`config.mk`:
```
export PLATFORM = sky130hd
export DESIGN_NAME = pipe_buf_stage
export DESIGN_NICKNAME = d
export VERILOG_FILES = /design/src/rtl/pipe_buf_stage_pkg.sv /design/src/rtl/pipe_buf_stage.sv
export SDC_FILE = /design/constraint.sdc
export NUM_CORES = 1
export LEC_CHECK = 0
export BUFFER_PORTS_ARGS = -buffer_cell sky130_fd_sc_hd__buf_2
export CAP_MARGIN = 25
export CORE_MARGIN = 5
export CORE_UTILIZATION = 55
export DETAILED_ROUTE_END_ITERATION = 10
export GPL_TIMING_DRIVEN = 0
export PLACE_DENSITY = 0.8
export SLEW_MARGIN = 20
export SYNTH_ARGS = -nofsm -noshare
export SYNTH_HDL_FRONTEND = slang
export SYNTH_SLANG_ARGS = --single-unit
```
`constraint.sdc`:
```
create_clock -name clk -period 2.7 [get_ports clk]
set_input_delay 0.405 -clock clk [delete_from_list [all_inputs] [get_ports clk]]
set_output_delay 0.405 -clock clk [all_outputs]
set_load 0.01 [all_outputs]
```
`src/rtl/pipe_buf_stage_pkg.sv`:
```
// Shared types for the elastic pipeline buffer stage: FSM encoding, the
// bubble reference instruction and the stage payload structs.
package Pipe_Buf_Reg_PKG;

  typedef enum logic [1:0] {PB_EMPTY, PB_ONE, PB_FULL} pipe_buf_state_e;

  // addi x0, x0, 0 -- what a flushed slot decodes as downstream
  localparam logic [31:0] NOP_INSTR = 32'h0000_0013;

  typedef struct packed {
    logic [31:0] pc;
    logic [31:0] instr;
  } if_id_s;

endpackage

```
`src/rtl/pipe_buf_stage.sv`:
```
// Elastic valid/ready pipeline buffer between two RV32I stages, with optional
// skid entry, synchronous flush and a saturating backpressure counter.
module pipe_buf_stage
  import Pipe_Buf_Reg_PKG::*;
#(
  parameter int unsigned DATA_W = 32,
  parameter int unsigned SKID   = 1,
  parameter int unsigned CNT_W  = 16
) (
  input  logic              clk,
  input  logic              reset,
  input  logic              flush,
  input  logic              in_valid,
  output logic              in_ready,
  input  logic [DATA_W-1:0] in_data,
  output logic              out_valid,
  input  logic              out_ready,
  output logic [DATA_W-1:0] out_data,
  output logic [CNT_W-1:0]  stall_cnt
);

  pipe_buf_state_e   state_q, state_d;
  logic [DATA_W-1:0] main_q, main_d;
  logic [CNT_W-1:0]  stall_cnt_q, stall_cnt_d;
  logic              in_fire;

  assign in_fire = in_valid & in_ready;

  // NOTE: sequential blocks use only non-blocking assignments so every flop
  // samples the pre-edge value of the others, regardless of block order.
  always_ff @(posedge clk or posedge reset) begin
    if (reset) begin
      state_q     <= PB_EMPTY;
      main_q      <= '0;
      stall_cnt_q <= '0;
    end else begin
      state_q     <= state_d;
      main_q      <= main_d;
      stall_cnt_q <= stall_cnt_d;
    end
  end

  if (SKID != 0) begin : g_skid
    logic [DATA_W-1:0] skid_q, skid_d;
    logic              in_ready_q;

    // NOTE: every variable gets a default at the top of the comb block, so
    // no path through the case leaves it unassigned and no latch is inferred.
    always_comb begin
      state_d = state_q;
      main_d  = main_q;
      skid_d  = skid_q;
      if (flush) begin
        state_d = PB_EMPTY;
        main_d  = '0;
        skid_d  = '0;
      end else begin
        unique case (state_q)
          PB_EMPTY: if (in_fire) begin
            main_d  = in_data;
            state_d = PB_ONE;
          end
          PB_ONE: begin
            if (in_fire && out_ready) begin
              main_d = in_data;
            end else if (in_fire) begin
              skid_d  = in_data;
              state_d = PB_FULL;
            end else if (out_ready) begin
              state_d = PB_EMPTY;
            end
          end
          PB_FULL: if (out_ready) begin
            main_d  = skid_q;
            state_d = PB_ONE;
          end
          default: state_d = PB_EMPTY;
        endcase
      end
    end

    // in_ready is a flop so out_ready never reaches it combinationally
    always_ff @(posedge clk or posedge reset) begin
      if (reset) begin
        skid_q     <= '0;
        in_ready_q <= 1'b1;
      end else begin
        skid_q     <= skid_d;
        in_ready_q <= (state_d != PB_FULL);
      end
    end

    assign in_ready = in_ready_q;
  end else begin : g_single
    always_comb begin
      state_d = state_q;
      main_d  = main_q;
      if (flush) begin
        state_d = PB_EMPTY;
        main_d  = '0;
      end else if (in_fire) begin
        main_d  = in_data;
        state_d = PB_ONE;
      end else if (out_valid && out_ready) begin
        state_d = PB_EMPTY;
      end
    end

    assign in_ready = !out_valid || out_ready;
  end

  always_comb begin
    stall_cnt_d = stall_cnt_q;
    if (out_valid && !out_ready && (stall_cnt_q != {CNT_W{1'b1}})) begin
      stall_cnt_d = stall_cnt_q + CNT_W'(1);
    end
  end

  always_comb begin
    out_valid = (state_q != PB_EMPTY);
    out_data  = main_q;
    stall_cnt = stall_cnt_q;
  end

endmodule

```
==> summary.txt <==
Clocking
  • CTS buffer count: 9
  • Hold_buf cts: 0
  • Sink Count: between 80 and 90
  • Reg clk slew, reported paths: roughly 0.080 ns
  • H-tree depth: 3
  • CTS Root Cell: clkbuf_8
  • Clock Latency Late Sink: between 0.3 and 0.4 ns
  • Post-CTS resize count: 0
  • Setup Fix Bufs, Post-CTS: 0
  • CTS tree: built
  • Bufs on Longest Clock Path: 2

Final layout
  • Share of layout cells above drive strength 1: a little over a third
  • # fillers: approximately 610
  • Design area: 0.00492 mm²
  • Synth-to-Final Area Change: 19.4%
  • Finished Layout Cells: approximately 580
  • Post-layout nets: between 500 and 600
  • Final core occ: approximately 67%
  • # diodes: 0

Floorplanning
  • Die width: about 97 µm
  • FP Rows: 31
  • Initial Utilization: 56.5%
  • Core Area: about 0.0073 mm²
  • Die Footprint: between 0.009 and 0.01 mm²
  • Die Y-Extent: 96.6 µm
  • # IOs: between 80 and 90

STA
  • Final slew viol count: 0
  • Fin. Hold Viols: 0
  • Final setup violation count: 0
  • RSZ-0062 raised after global routing: no
  • Worst hold margin: about 0.09 ns
  • Worst clock skew: between 0.008 and 0.009 ns
  • Setup TNS: 0 ns
  • Worst slew pin tran: between 0.7 and 0.8 ns
  • Post-layout min period: 1.97 ns
  • Max Fclk: 507 MHz
  • Rel. slew slack: between 40% and 50%
  • Final period util: between 70% and 80%

Pwr
  • Lkg Pwr: 2.26 nW
  • Max IR drop VDD: 363 µV
  • Cell Pwr Density: 661 mW/mm²

Drt
  • Via-per-instance ratio: between 5 and 6
  • Avg WL per Cell: ~16 µm
  • Vias: ~3100
  • WL final: between 9000 and 10000 µm
  • ANT nets after route: 0
  • Drc violations: 0
  • DRT Pass-1 Iters: 4
  • Drt initial violations: 94

Logic synthesis
  • Synth cell types: 43
  • Register area share after synthesis: 50.4%
  • Post-synth EDFFs: 0
  • FF+latch count, synth: 83
  • Post-Syn Nets: 423
  • YS warnings: 0
  • Netlist Area Pre-Place: 0.00412 mm²
  • Synth Area per Inst: 10.8 µm²
  • Cells after Synth: 381
  • Yosys top cell by area: dfrtp_1
  • Yosys top cell area share: between 40% and 50%
  • Synth area leaders: dfrtp_1, a211oi_2, mux2i_1
  • Ys flop type: dfrtp_1
  • Asr flop ratio synth: 100%

Setup path
  • Crit Path Max Fanout: 8
  • CP Data Required Time: between 2 and 3 ns
  • Kind of critical path: flip-flop to flip-flop
  • Crit start category: flip-flop
  • Worst setup EP type: flip-flop
  • Worst Path Arrival: about 2.2 ns

GRT
  • Largest net degree at the start of global routing: 48
  • Met1 usage: a little over a quarter
  • GRT Overall Usage: between 20% and 30%
  • Grt met3 use: under 10%
  • Antenna violations before repair: 0
  • Vias in the first global route: between 3000 and 4000
  • First-pass GRT wire length: about 15000 µm
  • Met2 Track Usage GR: a little over a third
  • Gr busiest metal: met2
  • Gr ovfl total: 0

Run status
  • Status: completed

Run
  • # Max-Cap Violations: 0

Placed design
  • Port Buf Inserts: 86
  • Placed Cells: around 570
  • RD Place Congestion: 0.777
  • DP HPWL: 6490 µm
  • Area after DPL: 0.00470 mm²

Worst hold path
  • Hold WC Path Type: primary input to asynchronous set/reset pin
sequential cells by signal (all words and copies together), names as in the netlist:
signal / cells
g_skid.skid_q: 32
in_ready: 1
out_data: 32
stall_cnt: 16
state_q: 2
final timing paths:
| check | start | end | slack, ns | depth (start not counted) |
|---|---|---|---|---|
| max | state_q[0] | stall_cnt[15] | 0.73 | 7 |
| min | reset | g_skid.skid_q[25] | 0.09 | 2 |
| max reg2reg | state_q[0] | stall_cnt[15] | 0.73 | 7 |
| min reg2reg | stall_cnt[4] | stall_cnt[4] | 0.51 | 1 |
| max in group asynchronous | reset | in_ready | 1.96 | 3 |
| min in group clk | in_data[5] | g_skid.skid_q[5] | 0.30 | 3 |
per-stage QoR:
step / power [mW] / setup WS (ns)
4_1_cts: 3.28 / 0.745
3_3_place_gp: 2.28 / -0.802
3_5_place_dp: 2.31 / 0.750
5_1_grt: 3.43 / 0.555
2_1_floorplan: 2.03 / 0.160
6_report: 3.25 / 0.728
layout by cell type (no fill, tap or decap), drive strengths merged, types with 2 or more instances in the layout:
cell type	n
buf	102
dfrtp	82
nand2	71
nor2	38
mux2i	34
a211oi	34
a21oi	33
clkbuf	22
xor2	11
nor3	7
nand3	5
ha	5
nand4	5
inv	4
nor4	3
and3	3
mux2	3
bufinv	2
clkinv	2
routing by layer:
| layer | part of all wire (%) | up-vias |
|---|---|---|
| li1 | - | 1529 |
| met4 | 1.1 | 0 |
| met3 | 5.9 | 7 |
| met2 | 51 | 92 |
| met1 | 42 | 1505 |
| met5 | 0 | - |
synth_stat cells (6+ instances only):
cell       n
nor3_1     6
nand2_1   71
clkbuf_1  12
xor2_1    11
nor2_1    27
a21oi_1   33
nor2_2    11
dfrtp_1   82
a211oi_1   6
buf_2      8
mux2i_1   34
a211oi_2  28
layout make-up:
class / count / area [µm²] / area share, %
tap: 99 / 124 / 2.52
clock inverter: 5 / 77.6 / 1.58
buffer: 27 / 160 / 3.26
clock buffer: 10 / 138 / 2.80
timing repair buffer: 87 / 458 / 9.31
multi-input combinational: 267 / 1870 / 37.9
sequential: 83 / 2080 / 42.2
inverter: 4 / 17.5 / 0.356
power breakdown:
part | switching, mW | internal [mW] | total (mW) | leakage (nW)
clock network | 0.429 | 0.538 | 0.967 | 0.108
registers | 0.108 | 1.38 | 1.48 | 1.12
logic | 0.461 | 0.339 | 0.800 | 1.04
cells by family after synthesis:
kind of cell | synth area share, %
fa+ha+maj | 1.52
buf+inv | 4.25
flops | 50.4
compound gates | 16.0
simple gates | 16.0
xor+xnor | 2.55
mux | 9.17
worst max-delay path: stages, from the launching register on:
cell and delay (ns):
dfrtp_1 0.40, inv_1 0.08, ha_1 0.19, buf_2 0.17
nor2_2 0.24, nand3_1 0.22, nor3_1 0.20, mux2_2 0.35
No activity file was read; power rests on OpenSTA's default activity.
